`src/rtl/flt_add_engine.sv`:
```
// Memory-mapped 16-bit floating-point adder.
// Loads two operands byte by byte, adds them in a fixed sequence of one-cycle
// steps (align, add, normalize, round) and writes the result back as two bytes.
module flt_add_engine (
    input  logic       clk,
    input  logic       reset,
    input  logic       start,
    output logic       done,
    output logic [7:0] mem_addr,
    input  logic [7:0] mem_rdata,
    output logic       mem_wr_en,
    output logic [7:0] mem_wdata
);

    localparam logic [7:0] AddrAMsb = 8'd128;
    localparam logic [7:0] AddrALsb = 8'd129;
    localparam logic [7:0] AddrBMsb = 8'd130;
    localparam logic [7:0] AddrBLsb = 8'd131;
    localparam logic [7:0] AddrRMsb = 8'd132;
    localparam logic [7:0] AddrRLsb = 8'd133;

    typedef enum logic [3:0] {
        StIdle, StLd0, StLd1, StLd2, StLd3, StAlign, StAdd,
        StNorm, StRound, StSt0, StSt1, StDone
    } state_e;

    state_e state_q, state_d;

    // Operands as loaded from memory
    logic [15:0] op_a_q, op_a_d;
    logic [15:0] op_b_q, op_b_d;
    // Pipeline of the arithmetic steps; mantissas carry 3 extra bits (guard, round, sticky)
    logic              sign_q, sign_d;
    logic signed [6:0] exp_q, exp_d;
    logic [13:0]       big_q, big_d;
    logic [13:0]       sml_q, sml_d;
    logic              sub_q, sub_d;
    logic              bypass_q, bypass_d;
    logic [14:0]       sum_q, sum_d;
    logic [13:0]       norm_q, norm_d;
    logic              zero_q, zero_d;
    logic [15:0]       result_q, result_d;

    // Alignment helpers
    logic        a_zero, b_zero, a_larger;
    logic [15:0] big_op;
    logic [14:0] sml_mag;
    logic [4:0]  exp_diff;
    logic [13:0] sml_ext, sml_shift, sml_lost, sml_algn;
    logic [15:0] byp_val;
    // Normalization helpers
    logic [3:0]        lz_cnt;
    logic              lz_found;
    logic [13:0]       norm_m;
    logic signed [6:0] norm_e;
    // Rounding helpers
    logic              round_up;
    logic [11:0]       mant_rnd;
    logic [9:0]        frac_fin;
    logic signed [6:0] exp_fin;
    logic [15:0]       rnd_res;

    // State register
    always_ff @(posedge clk) begin
        if (reset) begin
            state_q <= StIdle;
        end else begin
            state_q <= state_d;
        end
    end

    // Next-state: fixed sequence, start high aborts any busy state back to idle
    always_comb begin
        state_d = state_q;
        case (state_q)
            StIdle:  state_d = start ? StIdle : StLd0;
            StLd0:   state_d = start ? StIdle : StLd1;
            StLd1:   state_d = start ? StIdle : StLd2;
            StLd2:   state_d = start ? StIdle : StLd3;
            StLd3:   state_d = start ? StIdle : StAlign;
            StAlign: state_d = start ? StIdle : StAdd;
            StAdd:   state_d = start ? StIdle : StNorm;
            StNorm:  state_d = start ? StIdle : StRound;
            StRound: state_d = start ? StIdle : StSt0;
            StSt0:   state_d = start ? StIdle : StSt1;
            StSt1:   state_d = start ? StIdle : StDone;
            StDone:  state_d = start ? StIdle : StDone;
            default: state_d = StIdle;
        endcase
    end

    // Outputs decoded from the current state only
    always_comb begin
        done      = 1'b0;
        mem_addr  = AddrAMsb;
        mem_wr_en = 1'b0;
        mem_wdata = 8'd0;
        case (state_q)
            StLd0: mem_addr = AddrAMsb;
            StLd1: mem_addr = AddrALsb;
            StLd2: mem_addr = AddrBMsb;
            StLd3: mem_addr = AddrBLsb;
            StSt0: begin
                mem_addr  = AddrRMsb;
                mem_wr_en = 1'b1;
                mem_wdata = result_q[15:8];
            end
            StSt1: begin
                mem_addr  = AddrRLsb;
                mem_wr_en = 1'b1;
                mem_wdata = result_q[7:0];
            end
            StDone:  done = 1'b1;
            default: ;
        endcase
    end

    // Pick the larger magnitude and shift the smaller mantissa into line with it
    always_comb begin
        a_zero   = (op_a_q[14:10] == 5'd0);
        b_zero   = (op_b_q[14:10] == 5'd0);
        a_larger = (op_a_q[14:0] >= op_b_q[14:0]);
        big_op   = a_larger ? op_a_q : op_b_q;
        sml_mag  = a_larger ? op_b_q[14:0] : op_a_q[14:0];
        exp_diff = big_op[14:10] - sml_mag[14:10];
        sml_ext  = {1'b1, sml_mag[9:0], 3'b000};
        {sml_shift, sml_lost} = {sml_ext, 14'd0} >> exp_diff;
        if (exp_diff > 5'd13) begin
            // Entire mantissa lies below the sticky position
            sml_algn = 14'd1;
        end else begin
            sml_algn = {sml_shift[13:1], sml_shift[0] | (|sml_lost)};
        end
        if (a_zero && b_zero) begin
            byp_val = 16'h0000;
        end else if (a_zero) begin
            byp_val = op_b_q;
        end else begin
            byp_val = op_a_q;
        end
    end

    // Leading-zero count of the raw sum (bit 13 is the hidden-bit position)
    always_comb begin
        lz_cnt   = 4'd0;
        lz_found = 1'b0;
        for (int i = 13; i >= 0; i--) begin
            if (!lz_found && sum_q[i]) begin
                lz_cnt   = 4'(13 - i);
                lz_found = 1'b1;
            end
        end
    end

    // Single-step normalization; the right shift folds the dropped bit into sticky
    always_comb begin
        if (sum_q[14]) begin
            norm_m = {sum_q[14:2], sum_q[1] | sum_q[0]};
            norm_e = exp_q + 7'sd1;
        end else begin
            norm_m = sum_q[13:0] << lz_cnt;
            norm_e = exp_q - $signed({3'b000, lz_cnt});
        end
    end

    // Round to nearest even, then apply flush-to-zero and saturation
    always_comb begin
        round_up = norm_q[2] & (norm_q[1] | norm_q[0] | norm_q[3]);
        mant_rnd = {1'b0, norm_q[13:3]} + {11'd0, round_up};
        if (mant_rnd[11]) begin
            frac_fin = mant_rnd[10:1];
            exp_fin  = exp_q + 7'sd1;
        end else begin
            frac_fin = mant_rnd[9:0];
            exp_fin  = exp_q;
        end
        if (zero_q) begin
            rnd_res = 16'h0000;
        end else if (exp_fin < 7'sd1) begin
            rnd_res = {sign_q, 15'd0};
        end else if (exp_fin > 7'sd31) begin
            rnd_res = {sign_q, 15'h7fff};
        end else begin
            rnd_res = {sign_q, exp_fin[4:0], frac_fin};
        end
    end

    // Datapath next-state, one arithmetic step per state
    always_comb begin
        op_a_d   = op_a_q;
        op_b_d   = op_b_q;
        sign_d   = sign_q;
        exp_d    = exp_q;
        big_d    = big_q;
        sml_d    = sml_q;
        sub_d    = sub_q;
        bypass_d = bypass_q;
        sum_d    = sum_q;
        norm_d   = norm_q;
        zero_d   = zero_q;
        result_d = result_q;
        case (state_q)
            StLd0: op_a_d[15:8] = mem_rdata;
            StLd1: op_a_d[7:0]  = mem_rdata;
            StLd2: op_b_d[15:8] = mem_rdata;
            StLd3: op_b_d[7:0]  = mem_rdata;
            StAlign: begin
                sign_d   = big_op[15];
                exp_d    = {2'b00, big_op[14:10]};
                big_d    = {1'b1, big_op[9:0], 3'b000};
                sml_d    = sml_algn;
                sub_d    = op_a_q[15] ^ op_b_q[15];
                bypass_d = a_zero | b_zero;
                // A zero operand passes the other one through untouched
                if (a_zero || b_zero) begin
                    result_d = byp_val;
                end
            end
            StAdd: begin
                if (sub_q) begin
                    sum_d = {1'b0, big_q} - {1'b0, sml_q};
                end else begin
                    sum_d = {1'b0, big_q} + {1'b0, sml_q};
                end
            end
            StNorm: begin
                norm_d = norm_m;
                exp_d  = norm_e;
                zero_d = (sum_q == 15'd0);
            end
            StRound: begin
                if (!bypass_q) begin
                    result_d = rnd_res;
                end
            end
            default: ;
        endcase
    end

    // Datapath registers
    always_ff @(posedge clk) begin
        if (reset) begin
            op_a_q   <= 16'd0;
            op_b_q   <= 16'd0;
            sign_q   <= 1'b0;
            exp_q    <= 7'sd0;
            big_q    <= 14'd0;
            sml_q    <= 14'd0;
            sub_q    <= 1'b0;
            bypass_q <= 1'b0;
            sum_q    <= 15'd0;
            norm_q   <= 14'd0;
            zero_q   <= 1'b0;
            result_q <= 16'd0;
        end else begin
            op_a_q   <= op_a_d;
            op_b_q   <= op_b_d;
            sign_q   <= sign_d;
            exp_q    <= exp_d;
            big_q    <= big_d;
            sml_q    <= sml_d;
            sub_q    <= sub_d;
            bypass_q <= bypass_d;
            sum_q    <= sum_d;
            norm_q   <= norm_d;
            zero_q   <= zero_d;
            result_q <= result_d;
        end
    end

endmodule

```
`config.mk`:
```
export PLATFORM = sky130hd
export DESIGN_NAME = flt_add_engine
export DESIGN_NICKNAME = d
export VERILOG_FILES = /design/src/rtl/flt_add_engine.sv
export SDC_FILE = /design/constraint.sdc
export NUM_CORES = 1
export LEC_CHECK = 0
export CAP_MARGIN = 20
export CORE_ASPECT_RATIO = 1.1
export CORE_MARGIN = 2
export CORE_UTILIZATION = 35
export CTS_BUF_LIST = sky130_fd_sc_hd__clkbuf_2 sky130_fd_sc_hd__clkbuf_4 sky130_fd_sc_hd__clkbuf_8
export DETAILED_ROUTE_END_ITERATION = 8
export GPL_TIMING_DRIVEN = 0
export HOLD_SLACK_MARGIN = 0.08
export SLEW_MARGIN = 30
export SYNTH_ARGS = -nofsm -noshare
export SYNTH_HDL_FRONTEND = slang
export SYNTH_SLANG_ARGS = --single-unit
```
`constraint.sdc`:
```
create_clock -name clk -period 5.1 [get_ports clk]
set_input_delay 1.53 -clock clk [delete_from_list [all_inputs] [get_ports clk]]
set_output_delay 1.53 -clock clk [all_outputs]
set_load 0.01 [all_outputs]
```
==> results of run 1 <==
==> cells in the final DEF, fill, tap and decap left out, types with 6 or more instances in the layout <==
| cell type | Yosys | final |
|---|---|---|
| a211oi_1 | 16 | 16 |
| mux4_2 | 12 | 12 |
| o22ai_1 | 11 | 11 |
| a21oi_1 | 124 | 123 |
| clkbuf_1 | 54 | 53 |
| a311oi_1 | 14 | 14 |
| nand3_1 | 13 | 13 |
| mux2i_1 | 28 | 28 |
| nor4_1 | 6 | 6 |
| ha_1 | 45 | 45 |
| a221oi_1 | 18 | 18 |
| nand2b_1 | 6 | 6 |
| o211ai_1 | 11 | 11 |
| inv_1 | 61 | 61 |
| xnor2_1 | 18 | 18 |
| clkdlybuf4s50_1 | 0 | 22 |
| o21a_1 | 8 | 8 |
| inv_6 | 0 | 7 |
| clkbuf_8 | 0 | 17 |
| a31oi_1 | 7 | 7 |
| and2_1 | 8 | 8 |
| nor2b_1 | 6 | 6 |
| o21bai_1 | 10 | 10 |
| nand2_1 | 156 | 156 |
| and3_1 | 7 | 7 |
| o221ai_1 | 9 | 9 |
| buf_4 | 7 | 7 |
| xor2_1 | 12 | 12 |
| dfxtp_1 | 117 | 117 |
| a21o_1 | 8 | 8 |
| a22oi_1 | 16 | 16 |
| nor3_1 | 28 | 27 |
| o21ai_0 | 50 | 50 |
| nor2_1 | 125 | 125 |
==> metrics by stage <==
stage	std cells	util (%)	worst slack (ns)	cell area, sq um
after floorplan	1104	-	0.981	8360
after global placement	1431	38.1	0.201	8960
after detailed placement	1431	38.1	0.173	8970
after CTS	1463	39.8	0.151	9370
after global routing	1462	39.8	0.247	9370
final	1462	39.8	0.553	9370
==> worst min-delay path: stages, from the launching register on <==
cell and delay (ns):
dfxtp_1 0.31, nand2_1 0.05, a21oi_1 0.06
==> what timing repair did <==
item                                    CTS  global route
endpoints found under the hold margin     0             0
resized for setup                         0             1
endpoints found under the setup margin    0             5
==> where the power goes <==
group,internal [mW],total (mW),switching (mW)
sequential,0.919,0.928,0.00940
combinational,0.102,0.290,0.188
clock,0.446,0.891,0.445
==> flip-flops by register name, summed over array words and instances (netlist names) <==
signal,cells
exp_q,7
sum_q,15
op_a_q,16
bypass_q,1
sml_q,14
op_b_q,16
result_q,16
norm_q,14
sign_q,1
state_q,4
zero_q,1
sub_q,1
big_q,11
==> worst paths after layout <==
| check | end | cells after the start | slack, ns | startpoint |
|---|---|---|---|---|
| setup / recovery | sml_q[0]$_SDFFE_PP0P_ | 18 | 0.55 | op_b_q[12]$_SDFFE_PP0N_ |
| hold / removal | bypass_q$_SDFFE_PP0P_ | 2 | 0.46 | bypass_q$_SDFFE_PP0P_ |
| setup reg to reg | sml_q[0]$_SDFFE_PP0P_ | 18 | 0.55 | op_b_q[12]$_SDFFE_PP0N_ |
| hold reg to reg | bypass_q$_SDFFE_PP0P_ | 2 | 0.46 | bypass_q$_SDFFE_PP0P_ |
==> per-layer routing <==
metal / track usage (%) / share of wire (%)
met1: 28.6 / 45
met4: 10.6 / 4.4
met2: 34.1 / 46
met3: 3.08 / 4.3
met5: 0 / 0
==> cells by family after synthesis <==
kind of cell	count (synthesis)	share of synthesized area [%]
and+or+nand+nor	384	20.2
AOI/OAI and AO/OA	348	27.8
buffers and inverters	129	6.29
DFF	117	28.1
adders and majority gates	47	7.22
muxes	44	7.13
xor gates and xnor gates	30	3.15
other	2	0.0900
==> final cells by class <==
type | count | area (sq um) | area share [%]
Clock buffer | 17 | 234 | 2.50
Tap cell | 305 | 382 | 4.07
Sequential cell | 117 | 2340 | 25.0
Clock inverter | 15 | 166 | 1.78
Timing Repair Buffer | 22 | 220 | 2.35
Buffer | 66 | 289 | 3.08
Multi-Input combinational cell | 858 | 5510 | 58.7
Inverter | 62 | 233 | 2.48
==> summary.txt, run 1 <==
Status
  • Status: finished clean

Setup path
  • Startpoint types: flop
  • Cell mode on critical path: ha_1
  • WP buf/inv: 4
  • CP max stage cell: dfxtp_1
  • WS Path Type: flop to flop
  • CP Cell Sequence: inv_1 -> ha_1 -> a21oi_1 -> o21bai_1 -> a221oi_4 -> o21a_4 -> buf_8 -> buf_4 -> o31a_1 -> ha_1 -> nor2_1 -> o211a_1 -> buf_2 -> nor2_2 -> mux4_2 -> nor4_1 -> a41oi_1 -> o221a_1
  • Critical path arrival: approximately 5 ns
  • CP max FO: 19
  • CP required: 5.45 ns
  • Endpoint type of the worst setup path: flop
  • CP delay by family, top: compound AO/OA/AOI/OAI gates
  • CP max stage delay: approximately 0.47 ns

Timing
  • Slew headroom: 38.4%
  • Tmin final: 4.55 ns
  • Fin Setup TNS: 0 ns
  • Max frequency: 220 MHz
  • Max Transition Viols Final: 0
  • Worst Skew: 0.0150 ns
  • Final Hold Fails: 0
  • RSZ-0062 raised after global routing: false
  • Setup violators final: 0
  • Tcrit/Tclk final: 89.2%
  • Pin slew with the least headroom to its limit: between 0.9 and 1 ns
  • Final hold slack: between 0.4 and 0.5 ns

Pwr
  • Power Total: ~2.1 mW
  • Peak supply drop: about 0.19 mV
  • PD cells: roughly 230 nW/um^2
  • Leakage power: 3.32 nW

Clock network
  • CTS buffer count: 17
  • TritonCTS clock tree: done
  • Clk_lat worst skew: 0.46 ns
  • CTS hold repair buffers: 0
  • Root Driver: clkbuf_8
  • Clock tree buffer depth: 2
  • H-tree depth: 4
  • Setup Fix Bufs, Post-CTS: 0
  • Clock slew at reported path FFs: roughly 0.080 ns
  • Num Clock Sinks: 117

Synth
  • Top post-synthesis cells by count: nand2_1 (156), nor2_1 (125), a21oi_1 (124), dfxtp_1 (117), inv_1 (61)
  • Post-synth EDFFs: 0
  • Top_reg_cell synth: dfxtp_1
  • Synth cell types: 77
  • Yosys top cell area share: 28.1%
  • Top cell type by total area after synthesis: dfxtp_1
  • Cell with the most instances after synthesis: nand2_1
  • Seq cells post-synth: 117
  • Sequential area share after synthesis: ~28%
  • Synth warn: 0
  • Largest cells by area after synthesis: dfxtp_1 (28%), a21oi_1 (7.4%), nand2_1 (7.0%)
  • Avg Synthesized Cell Area: 7.58 sq um
  • Ys async rst share: 0%
  • Synthesized cell area: 8350 sq um
  • Synth Instances: 1101

Hold path
  • HP Class: flop to flop

Final layout
  • N_diodes: 0
  • Share of layout cells above drive strength 1: under 10%
  • Nets: 1202
  • Fillers: 2464
  • Synthesis-to-finish area growth: 12.3%

Drt
  • Initial DRC Count: 551
  • DR vias: 8203
  • Wirelength per Cell: between 15 and 20 um
  • DRT antenna net count: 0
  • Drc violations: 0
  • Routed WL: 26400 um
  • DRT Pass-1 Iters: 5
  • Vias per cell: 5.61

Floorplanning
  • I/O pins: 29
  • Rows: a little under 60
  • Die W: 151 um
  • Die ar.: 25100 sq um
  • Die Ht: around 170 um
  • Initial core utilization: 35.4%
  • Core Region: 23500 sq um

GRT
  • Vias in the first global route: 7748
  • Total grt overflow: 0
  • First-pass GRT wire length: 42700 um
  • Antenna violations before repair: 0
  • Pin count of the biggest net entering global routing: 17
  • Total Routing Usage GR: 21.6%

Flow run
  • Max-cap violations: 0

Placed design
  • Post-DP HPWL: around 20000 um
  • GPL Wtd Cong: 0.999
  • IO Port Bufs: 22
Power figures use the tool's default switching activity.
==> run 2: changes to the inputs <==
--- a/config.mk
+++ b/config.mk
@@ -13,7 +13,7 @@
 export DETAILED_ROUTE_END_ITERATION = 8
 export GPL_TIMING_DRIVEN = 0
 export HOLD_SLACK_MARGIN = 0.08
-export SLEW_MARGIN = 30
+export SLEW_MARGIN = 20
 export SYNTH_ARGS = -nofsm -noshare
 export SYNTH_HDL_FRONTEND = slang
 export SYNTH_SLANG_ARGS = --single-unit
==> run 2 against run 1 <==
Net effect: global-route usage hardly changed; sequential share of layout area is 0.074 points higher; clock power is 5.3% lower; register-to-register slack hardly changed; utilization is 0.12 points lower; via count is 0.73% higher; sequential power hardly changed; critical path type unchanged; largest power group unchanged.
==> summary.txt, run 2 (synthesis gave the netlist of run 1 again) <==
Final layout
  • Synthesis-to-finish area growth: 11.9%
  • Commonest non-fill, non-tap cell in the layout: nand2_1
  • Nets: 1202
  • N_diodes: 0
  • Share of layout cells above drive strength 1: 6.74%
  • Most frequent cells in the layout: nand2_1 (156), nor2_1 (125), a21oi_1 (123), dfxtp_1 (117), inv_1 (61)
  • Fillers: 2470
  • Largest regs: op_a_q (16), op_b_q (16), result_q (16)

Placed design
  • GPL Wtd Cong: 0.999
  • Post-DP HPWL: between 20000 and 25000 um
  • IO Port Bufs: 22

Setup path
  • CP Cell Sequence: inv_1 -> ha_1 -> a21oi_1 -> o21bai_1 -> a221oi_4 -> o21a_4 -> buf_8 -> buf_4 -> o31a_1 -> ha_1 -> nor2_1 -> o211a_1 -> buf_2 -> nor2_2 -> mux4_2 -> nor4_1 -> a41oi_1 -> o221a_1
  • Critical path arrival: ~4.9 ns
  • Cell mode on critical path: ha_1
  • Startpoint types: flop
  • CP max stage delay: 0.47 ns
  • WS Path Type: flop to flop
  • CP max FO: 19
  • Start point of the critical path: op_b_q[12]$_SDFFE_PP0N_
  • Register-to-Register Path Depth: 18
  • RR Endpoint: sml_q[0]$_SDFFE_PP0P_
  • Critical R2R Launch: op_b_q[12]$_SDFFE_PP0N_
  • CP required: 5.44 ns
  • Reg2reg setup slack: 0.54 ns
  • CP max stage cell: dfxtp_1
  • Last element of the critical path: sml_q[0]$_SDFFE_PP0P_
  • Endpoint type of the worst setup path: flop

Timing
  • Max frequency: 219 MHz
  • Tmin final: 4.56 ns
  • Final Hold Fails: 0
  • Setup violators final: 0
  • Pin slew with the least headroom to its limit: between 0.9 and 1 ns
  • Fin Setup TNS: 0 ns
  • Worst Skew: 0.0177 ns
  • RSZ-0062 raised after global routing: false
  • Slew headroom: 35.9%
  • Tcrit/Tclk final: 89.4%
  • Max Transition Viols Final: 0

Pwr
  • Leakage power: approximately 3.3 nW
  • Power Total: 2.06 mW
  • Peak supply drop: 0.219 mV
  • PD cells: 221 nW/um^2

GRT
  • Vias in the first global route: a little under 8000
  • Total Routing Usage GR: 21.6%
  • Pin count of the biggest net entering global routing: 17
  • First-pass GRT wire length: 42800 um
  • Antenna violations before repair: 0
  • Total grt overflow: 0

Status
  • Status: finished clean

Clock network
  • Clk_lat worst skew: 0.45 ns
  • TritonCTS clock tree: done
  • Setup Fix Bufs, Post-CTS: 0
  • Num Clock Sinks: 117
  • CTS hold repair buffers: 0
  • H-tree depth: 4
  • Clock tree buffer depth: 2
  • Clock slew at reported path FFs: ~0.080 ns
  • Root Driver: clkbuf_8
  • CTS buffer count: 17

Floorplanning
  • Initial core utilization: 35.4%
  • Die W: 151 um
  • I/O pins: 29
  • Die Ht: 166 um
  • Die ar.: 25100 sq um
  • Core Region: 23500 sq um
  • Rows: 59

Drt
  • DRT antenna net count: 0
  • DRT Pass-1 Iters: 7
  • Routed WL: 26600 um
  • Initial DRC Count: about 650
  • Vias per cell: 5.65
  • Drc violations: 0
  • DR vias: 8263
  • Wirelength per Cell: ~18 um

Hold path
  • HP Class: flop to flop

Flow run
  • Max-cap violations: 0
## run 2: worst min-delay path by stage
stage                                     start                     to  slack, ns  depth (start not counted)
after global routing      bypass_q$_SDFFE_PP0P_  bypass_q$_SDFFE_PP0P_       0.50                          2
final                     bypass_q$_SDFFE_PP0P_  bypass_q$_SDFFE_PP0P_       0.46                          2
after floorplan           bypass_q$_SDFFE_PP0P_  bypass_q$_SDFFE_PP0P_       0.43                          2
after CTS                 bypass_q$_SDFFE_PP0P_  bypass_q$_SDFFE_PP0P_       0.46                          2
after global placement    bypass_q$_SDFFE_PP0P_  bypass_q$_SDFFE_PP0P_       0.45                          2
after detailed placement  bypass_q$_SDFFE_PP0P_  bypass_q$_SDFFE_PP0P_       0.45                          2
## run 2: per-layer routing
| metal | up-vias | global-route usage (%) | part of all wire (%) |
|---|---|---|---|
| met3 | 53 | 2.75 | 5.1 |
| met2 | 276 | 35.3 | 47 |
| met5 | - | 0 | 0 |
| met4 | 0 | 8.57 | 3.5 |
| met1 | 3863 | 28.7 | 44 |
| li1 | 4071 | - | - |
## run 2: area by class of cell
class                      instances  area [sq um]  area share [%]
buffer                            66           289            3.09
clock inverter                    15           144            1.54
inverter                          62           233            2.49
sequential                       117          2340            25.1
clock buffer                      17           234            2.50
tap                              305           382            4.08
timing repair buffer              22           220            2.36
multi-input combinational        858          5500            58.9
## run 2: worst max-delay path: cells and delay by family (launching register included)
kind | cells | cell delay (ns)
buffers and inverters | 4 | 0.74
and+or+nand+nor | 3 | 0.68
adders and majority gates | 2 | 0.55
AOI/OAI and AO/OA | 8 | 1.59
DFF | 1 | 0.47
muxes | 1 | 0.40
## run 2: through the flow
stage	std cells	setup slack, ns	utilization (%)	area (sq um)	hold WS, ns
6_report	1462	0.543	39.7	9340	0.464
5_1_grt	1462	0.221	39.7	9340	0.499
3_5_place_dp	1431	0.179	38.1	8960	0.452
3_3_place_gp	1431	0.201	38.1	8960	0.446
4_1_cts	1463	0.137	39.7	9340	0.464
2_1_floorplan	1104	0.981	-	8360	0.433
## run 2: where the power goes
group	leakage, nW	internal [mW]	switching [mW]
clock	0.186	0.396	0.448
combinational	2.17	0.102	0.189
sequential	0.943	0.919	0.00944
## run 2: timing repair
item                       4_1_cts  5_1_grt
resized for setup                0        1
setup endpoints to repair        0        7
hold endpoints to repair         0        0
